## config.mk

```make
export PLATFORM = sky130hd
export DESIGN_NAME = arb_escritura_reg
export DESIGN_NICKNAME = d
export VERILOG_FILES = /design/src/rtl/arb_escritura_reg_pkg.sv /design/src/rtl/arb_escritura_reg_rr_prioridad.sv /design/src/rtl/arb_escritura_reg.sv
export SDC_FILE = /design/constraint.sdc
export NUM_CORES = 1
export LEC_CHECK = 0
export BUFFER_PORTS_ARGS = -buffer_cell sky130_fd_sc_hd__buf_2
export CAP_MARGIN = 20
export CORE_ASPECT_RATIO = 1.25
export CORE_UTILIZATION = 40
export CTS_CLUSTER_SIZE = 20
export DETAILED_ROUTE_END_ITERATION = 10
export HOLD_SLACK_MARGIN = 0.02
export PLACE_DENSITY = 0.76
export SYNTH_ARGS = -nofsm -noshare
export SYNTH_HDL_FRONTEND = slang
export SYNTH_SLANG_ARGS = --single-unit
export TNS_END_PERCENT = 50
```

## constraint.sdc

```tcl
create_clock -name clk -period 2.5 [get_ports clk]
set_clock_uncertainty 0.15 [all_clocks]
set_input_delay 0.5 -clock clk [delete_from_list [all_inputs] [get_ports clk]]
set_output_delay 0.5 -clock clk [all_outputs]
set_load 0.01 [all_outputs]
```

## src/rtl/arb_escritura_reg_pkg.sv

```systemverilog
// Shared constants for the register-bank write arbiter: default widths,
// the $zero register address and the fixed requester slots.
package arb_escritura_reg_pkg;

   localparam int ANCHO_DATO = 32;
   localparam int ANCHO_DIR  = 5;

   // Writes to this address are accepted but never reach the bank.
   localparam logic [4:0] DIR_CERO = 5'd0;

   // Requester slots: ALU result and memory load.
   localparam int REQ_ALU = 0;
   localparam int REQ_MEM = 1;

endpackage

```

## src/rtl/arb_escritura_reg_rr_prioridad.sv

```systemverilog
// Rotating-priority encoder: starting at i_ptr and wrapping modulo NUM_REQ,
// the first requester with i_req set wins. Purely combinational.
module rr_prioridad #(
   parameter int NUM_REQ   = 2,
   parameter int ANCHO_PTR = $clog2(NUM_REQ)
) (
   input  logic [NUM_REQ-1:0]   i_req,
   input  logic [ANCHO_PTR-1:0] i_ptr,
   output logic [NUM_REQ-1:0]   o_grant,
   output logic [ANCHO_PTR-1:0] o_win,
   output logic                 o_any_valid
);

   // Walk the requesters in priority order from i_ptr; the first hit is latched.
   always_comb begin
      int                   w_idx;
      logic [ANCHO_PTR-1:0] w_sel;
      logic                 w_hallado;
      w_idx       = 0;
      w_sel       = '0;
      w_hallado   = 1'b0;
      o_grant     = '0;
      o_win       = '0;
      o_any_valid = 1'b0;
      for (int k = 0; k < NUM_REQ; k++) begin
         w_idx = int'(i_ptr) + k;
         if (w_idx >= NUM_REQ) begin
            w_idx = w_idx - NUM_REQ;
         end
         w_sel = w_idx[ANCHO_PTR-1:0];
         if (!w_hallado && i_req[w_sel]) begin
            w_hallado      = 1'b1;
            o_grant[w_sel] = 1'b1;
            o_win          = w_sel;
         end
      end
      o_any_valid = w_hallado;
   end

endmodule

```

## src/rtl/arb_escritura_reg.sv

```systemverilog
// Write-port arbiter for the 32x32 register bank. Round-robin among NUM_REQ
// write-back sources; the winning write is registered and presented to the
// bank for exactly one cycle.
//
// Handshake: requester i holds req_valid[i] and its dir/dato stable until it
// sees req_ready[i]=1 at a rising edge; that edge is the accept. req_ready
// never depends on the chosen requester's dir/dato, and at most one bit of
// req_ready is set in a cycle. Stall or reset forces req_ready to zero.
module arb_escritura_reg #(
   parameter int NUM_REQ    = 2,
   parameter int ANCHO_DATO = arb_escritura_reg_pkg::ANCHO_DATO,
   parameter int ANCHO_DIR  = arb_escritura_reg_pkg::ANCHO_DIR
) (
   input  logic                          clk,
   input  logic                          rst,
   input  logic                          stall,
   input  logic [NUM_REQ-1:0]            req_valid,
   input  logic [NUM_REQ*ANCHO_DIR-1:0]  req_dir,
   input  logic [NUM_REQ*ANCHO_DATO-1:0] req_dato,
   output logic [NUM_REQ-1:0]            req_ready,
   output logic                          RWEN,
   output logic [ANCHO_DIR-1:0]          DirWrite,
   output logic [ANCHO_DATO-1:0]         DatoNuevo,
   output logic [ANCHO_DIR-1:0]          dir_pendiente,
   output logic                          pendiente
);

   import arb_escritura_reg_pkg::*;

   localparam int ANCHO_PTR = $clog2(NUM_REQ);

   logic [ANCHO_PTR-1:0]  r_ptr;
   logic                  r_rwen;
   logic [ANCHO_DIR-1:0]  r_dir;
   logic [ANCHO_DATO-1:0] r_dato;

   logic [NUM_REQ-1:0]    w_grant;
   logic [ANCHO_PTR-1:0]  w_win;
   logic [ANCHO_PTR-1:0]  w_ptr_sig;
   logic                  w_any_valid;
   logic                  w_habilita;
   logic                  w_accept;
   logic                  w_es_cero;
   logic [ANCHO_DIR-1:0]  w_dir_win;
   logic [ANCHO_DATO-1:0] w_dato_win;

   rr_prioridad #(
      .NUM_REQ   (NUM_REQ),
      .ANCHO_PTR (ANCHO_PTR)
   ) u_rr_prioridad (
      .i_req       (req_valid),
      .i_ptr       (r_ptr),
      .o_grant     (w_grant),
      .o_win       (w_win),
      .o_any_valid (w_any_valid)
   );

   // Reset dominates stall; either one blocks every accept this cycle.
   assign w_habilita = ~stall & ~rst;
   assign req_ready  = w_grant & {NUM_REQ{w_habilita}};
   assign w_accept   = w_any_valid & w_habilita;

   assign w_dir_win  = req_dir[w_win*ANCHO_DIR +: ANCHO_DIR];
   assign w_dato_win = req_dato[w_win*ANCHO_DATO +: ANCHO_DATO];
   assign w_es_cero  = (w_dir_win == ANCHO_DIR'(DIR_CERO));

   // Next pointer is the slot after the winner, wrapping at NUM_REQ.
   assign w_ptr_sig = (w_win == ANCHO_PTR'(NUM_REQ - 1)) ? '0 : w_win + 1'b1;

   // Pointer and output register stage; $zero writes advance the pointer only.
   always_ff @(posedge clk) begin
      if (rst) begin
         r_ptr  <= '0;
         r_rwen <= 1'b0;
         r_dir  <= '0;
         r_dato <= '0;
      end else if (w_accept) begin
         r_ptr <= w_ptr_sig;
         if (!w_es_cero) begin
            r_rwen <= 1'b1;
            r_dir  <= w_dir_win;
            r_dato <= w_dato_win;
         end else begin
            r_rwen <= 1'b0;
         end
      end else begin
         r_rwen <= 1'b0;
      end
   end

   assign RWEN          = r_rwen;
   assign DirWrite      = r_dir;
   assign DatoNuevo     = r_dato;
   assign pendiente     = r_rwen;
   assign dir_pendiente = r_dir;

endmodule

```

==> Word level (Yosys, flattened, before mapping) <==
Index checks and enable logic that the tools add are counted.
{ "totals": {"register_bits": 39} }
{ "op_classes": {"n_shift": 2, "n_reduce_logical": 7, "mul": 1, "muxes": 18, "magnitude_cmp": 6, "bitwise_logic": 8, "addsub": 4} }
{ "op_table": {"columns": ["cell", "n"], "rows": [
  ["64-bit by 7-bit indexed part select with 32-bit output", 1],
  ["1-bit two-way mux", 14],
  ["10-bit by 5-bit indexed part select with 5-bit output", 1],
  ["5-bit logical NOT", 1],
  ["1-bit by 2-bit less-than comparator with 1-bit output, second input constant", 2],
  ["1-bit by 3-bit multiplier with 4-bit output, second input constant", 1],
  ["2-bit two-way mux", 2],
  ["1-bit NOT", 4],
  ["1-bit logical AND", 3],
  ["1-bit by 1-bit adder with 2-bit output, second input constant", 1],
  ["1-bit bitwise AND", 2],
  ["2-bit bitwise AND", 1],
  ["1-bit demux with 1-bit select", 2],
  ["1-bit greater-or-equal comparator, second input constant", 2],
  ["1-bit by 2-bit greater-or-equal comparator with 1-bit output, second input constant", 1],
  ["2-bit greater-or-equal comparator, second input constant", 1],
  ["2-bit OR", 1],
  ["2-bit AND reduction", 1],
  ["2-bit OR reduction", 1],
  ["1-bit subtractor, second input constant", 2],
  ["1-bit adder, second input constant", 1],
  ["1-bit logical NOT", 1]
]} }

==> Depth between registers and ports, before layout <==
{ "depth": {"word_depth": 13, "mapped_depth": 6, "ltp_nobuf": 4} }

==> By module <==
From an unflattened synthesis, not the netlist that was laid out.
{ "unflattened": {"hier_cells": 195, "area_unflattened_um2": 2028.2} }
{ "by_module_without_submodules": {"columns": ["mod", "cells_per_inst", "seq_area_each_um2", "n_inst", "area_per_inst_um2"], "rows": [
  ["arb_escritura_reg", 190, 780.7, 1, 1995.7],
  ["rr_prioridad", 5, 0.0, 1, 32.5]
]} }

==> Least setup slack after synthesis <==
Ideal clock, no wire load.
{ "synth_path": {"kind": "in2out", "from": "input port req_valid[1]", "to": "output port req_ready[1]", "stages": 4, "t_required_ns": 1.850, "slack_ns": 0.351, "n_path_buf": 2, "t_arrival_ns": 1.499, "path_cell_list": "clkbuf_1 -> nand2_1 -> buf_2 -> nor2_1"} }
{ "synth_via": {"elab_chain_len": 7, "word_cells_on_any_way": 11, "classes_between": "mux: 7; bitwise: 2; reduce/logical: 2"} }
{ "synth_lines": {"columns": ["element", "line_no", "rtl"], "rows": [
  ["start: declaration", "arb_escritura_reg.sv:17", "input logic [NUM_REQ-1:0] req_valid,"],
  ["1-bit two-way mux (not written as such) (2 in series)", "arb_escritura_reg_rr_prioridad.sv:31", "if (!w_hallado && i_req[w_sel]) begin"],
  ["1-bit two-way mux", "arb_escritura_reg_rr_prioridad.sv:31", null],
  ["1-bit logical NOT", "arb_escritura_reg_rr_prioridad.sv:31", null],
  ["1-bit logical AND", "arb_escritura_reg_rr_prioridad.sv:31", null],
  ["2-bit two-way mux *", "arb_escritura_reg_rr_prioridad.sv:31", null],
  ["2-bit bitwise AND *", "arb_escritura_reg.sv:60", "assign req_ready = w_grant & {NUM_REQ{w_habilita}};"],
  ["end: declaration", "arb_escritura_reg.sv:20", "output logic [NUM_REQ-1:0] req_ready,"]
]} }
Every way passes the cells marked *; elsewhere a longest branch is shown, timed or not. The select of a mux whose other input is x is not followed.

==> Worst setup path after layout <==
{ "layout_path": {"from": "input port req_valid[0]", "to": "output port req_ready[0]"} }
The elaborated chain is that of the path after synthesis.

==> impl_metrics.json <==
{
  "rows": 28,
  "critPathKind": "in2out",
  "syn_area_sq_um": 2010,
  "initial_utilization_pct": 41.9,
  "synth-seq-cells": 39,
  "ys_warn_count": 0,
  "irDropWorstVdd_mv": 0.268,
  "viasPerCell": 4.93,
  "outcome": "completed",
  "use_met1_pct": 19.1,
  "postCtsSetupBuffers": 0,
  "cts_resized": 0,
  "dp_slack_ns": -0.0365,
  "multiInputGateArea_sq_um": 1100,
  "drv_slew": 0,
  "fin_util_pct": 58.4,
  "clk_latency_ns": 0.28,
  "ant_nets": 0,
  "n_fill_cell": 441,
  "grt_use_total_pct": 17.0,
  "dp_hpwl_microns": 3580,
  "numCtsBuffers": 5,
  "grt_max_degree": 34,
  "gp_congestion": 0.876,
  "worst_pin_slew_ns": 0.624,
  "n_antenna_cell": 0,
  "worst_slack_ns": 0.376,
  "startpoint_type": "input port",
  "hp-class": "reg2reg",
  "globalRoute.busiestLayer": "met2",
  "grt_pass1_wl_microns": 7100,
  "crit_fanout": 12,
  "cts_buffer_depth": 2,
  "core_sq_um": 4800,
  "cts_root_buf": "clkbuf_8",
  "antenna_found_initial": 0,
  "synth.avg_cell_area_sq_um": 9.71,
  "cts_tree": "yes",
  "grt_pass1_vias": 1721,
  "synthCells": 207,
  "pwr_density_cell_nw_per_um2": 516,
  "cts_hold_buffers": 0,
  "clock_power_share_pct": 28.4,
  "drt_iter0_drc": 65,
  "die_w_microns": 65.4,
  "drt_pre_antenna_iters": 5,
  "max_cap_viol_count": 0,
  "clock_sink_count": 39,
  "crit_required_ns": 1.85,
  "worst_hold_slack_ns": 0.305,
  "p_int_mw": 1.04,
  "setup_viol_count_final": 0,
  "leakage_nw": 1.46,
  "wl_per_cell_microns": 11.8,
  "end_kind": "output port",
  "regArea_sq_um": 781,
  "wl_microns": 4640,
  "period_needed_ns": 2.12,
  "grt_overflow": 0,
  "switching_power_mw": 0.407,
  "synth-seq-area-share_pct": 38.8,
  "remaining_drc_errors": 0,
  "met3_usage_pct": 4.63,
  "port_buffers": 124,
  "gr-usage-met2_pct": 30.8,
  "hold_viol": 0,
  "drive_gt1_share_pct": 44.7,
  "ys_types": 28,
  "die_h_microns": 81.3,
  "period_share_pct": 84.9,
  "cts.clk_slew.worst_paths_ns": 0.07,
  "pwr-share-seq_pct": 48.2,
  "rsz0062_at_grt": "false",
  "num_vias": 1939,
  "htreeDepth": 2,
  "finalSetupTns_ns": 0,
  "io_pins": 125,
  "max_freq_ghz": 0.471,
  "nets": 411,
  "dieArea_sq_um": 5320,
  "switching_share_pct": 28.2,
  "synth.net_count": 286,
  "pwr-share-comb_pct": 23.4,
  "arrival_ns": 1.47,
  "slew_headroom_pct": 57.3,
  "area_delta_synth_final_pct": 39.3
}
==> through the flow <==
step / cells / total power, mW / area (sq um)
finish: 393 / 1.45 / 2800
global route: 393 / 1.52 / 2800
CTS: 392 / 1.46 / 2770
detailed placement: 384 / 1.05 / 2690
global placement: 384 / 1.04 / 2690
floorplan: 207 / 0.900 / 2010
==> metal layers <==
layer	share of wire, %	wire [microns]	up-vias
met5	0	0	-
met4	1.0	47	0
met3	7.7	359	6
met2	50	2310	85
met1	41	1920	870
li1	-	-	978
==> area by class of cell <==
| class | instances | share of cell area (%) |
|---|---|---|
| multi-input cells | 146 | 39.2 |
| flip-flops and latches | 39 | 27.9 |
| repair buffers | 137 | 26.8 |
| well taps | 60 | 2.68 |
| clock buffers | 6 | 2.59 |
| clock inverters | 2 | 0.447 |
| inverters | 3 | 0.402 |
==> path summary, 6_finish.rpt <==
path,depth (start not counted),slack [ns],from,to
max,6,0.38,req_valid[0],req_ready[0]
min,2,0.30,DatoNuevo[14],DatoNuevo[14]
max reg2reg,5,0.64,r_ptr,DirWrite[0]
min reg2reg,2,0.30,DatoNuevo[14],DatoNuevo[14]
==> state kept, by name (all words and copies together), names as in the netlist <==
register and count:
RWEN 1, DirWrite 5, DatoNuevo 32, r_ptr 1
==> power groups by stage <==
stage / sequential [mW] / combinational (mW) / clock (mW)
global route: 0.705 / 0.370 / 0.449
finish: 0.698 / 0.338 / 0.410
detailed placement: 0.711 / 0.337 / 0
CTS: 0.698 / 0.337 / 0.429
floorplan: 0.736 / 0.164 / 0
global placement: 0.711 / 0.330 / 0
==> critical path, cell delays in order <==
cell,delay (ns)
buf_2,0.11
buf_4,0.13
o211ai_1,0.29
buf_4,0.25
nor2_1,0.06
buf_2,0.14
==> cell usage after synthesis <==
cell,count,area [sq um]
a21o_1,3,22.5
a21oi_1,3,15.0
or3_1,2,12.5
buf_4,6,45.0
o21ai_0,5,25.0
nor3_1,3,15.0
o2111ai_1,4,35.0
mux2i_1,65,651
or4_1,1,7.51
a31oi_1,3,18.8
o311ai_0,1,8.76
nand3_1,4,20.0
inv_1,2,7.51
a311oi_1,1,8.76
nand2b_1,1,6.26
buf_6,3,33.8
o211ai_1,1,7.51
nor2_1,4,15.0
clkbuf_1,5,18.8
or4_4,1,11.3
dfxtp_1,39,781
inv_2,1,3.75
nor2b_1,2,12.5
nand3b_1,1,7.51
a2111oi_0,2,17.5
nand2_1,37,139
buf_2,5,25.0
a211oi_4,2,40.0
==> kinds of logic (layout without fill, tap and decap cells) <==
kind of cell | Yosys count | count (layout) | synth area share, %
simple gates | 56 | 56 | 12.3
flops | 39 | 39 | 38.8
buf+inv | 22 | 148 | 6.66
mux | 65 | 65 | 32.4
compound gates | 25 | 25 | 9.89
==> cells in the final DEF (no fill, tap or decap), drive strengths merged, types with 4 or more instances in the layout <==
cell,instances
nand3,4
o2111ai,4
o21ai,5
nor2,4
buf,137
dfxtp,39
clkbuf,6
mux2i,65
nand2,37
(Power assumes the default switching activity.)
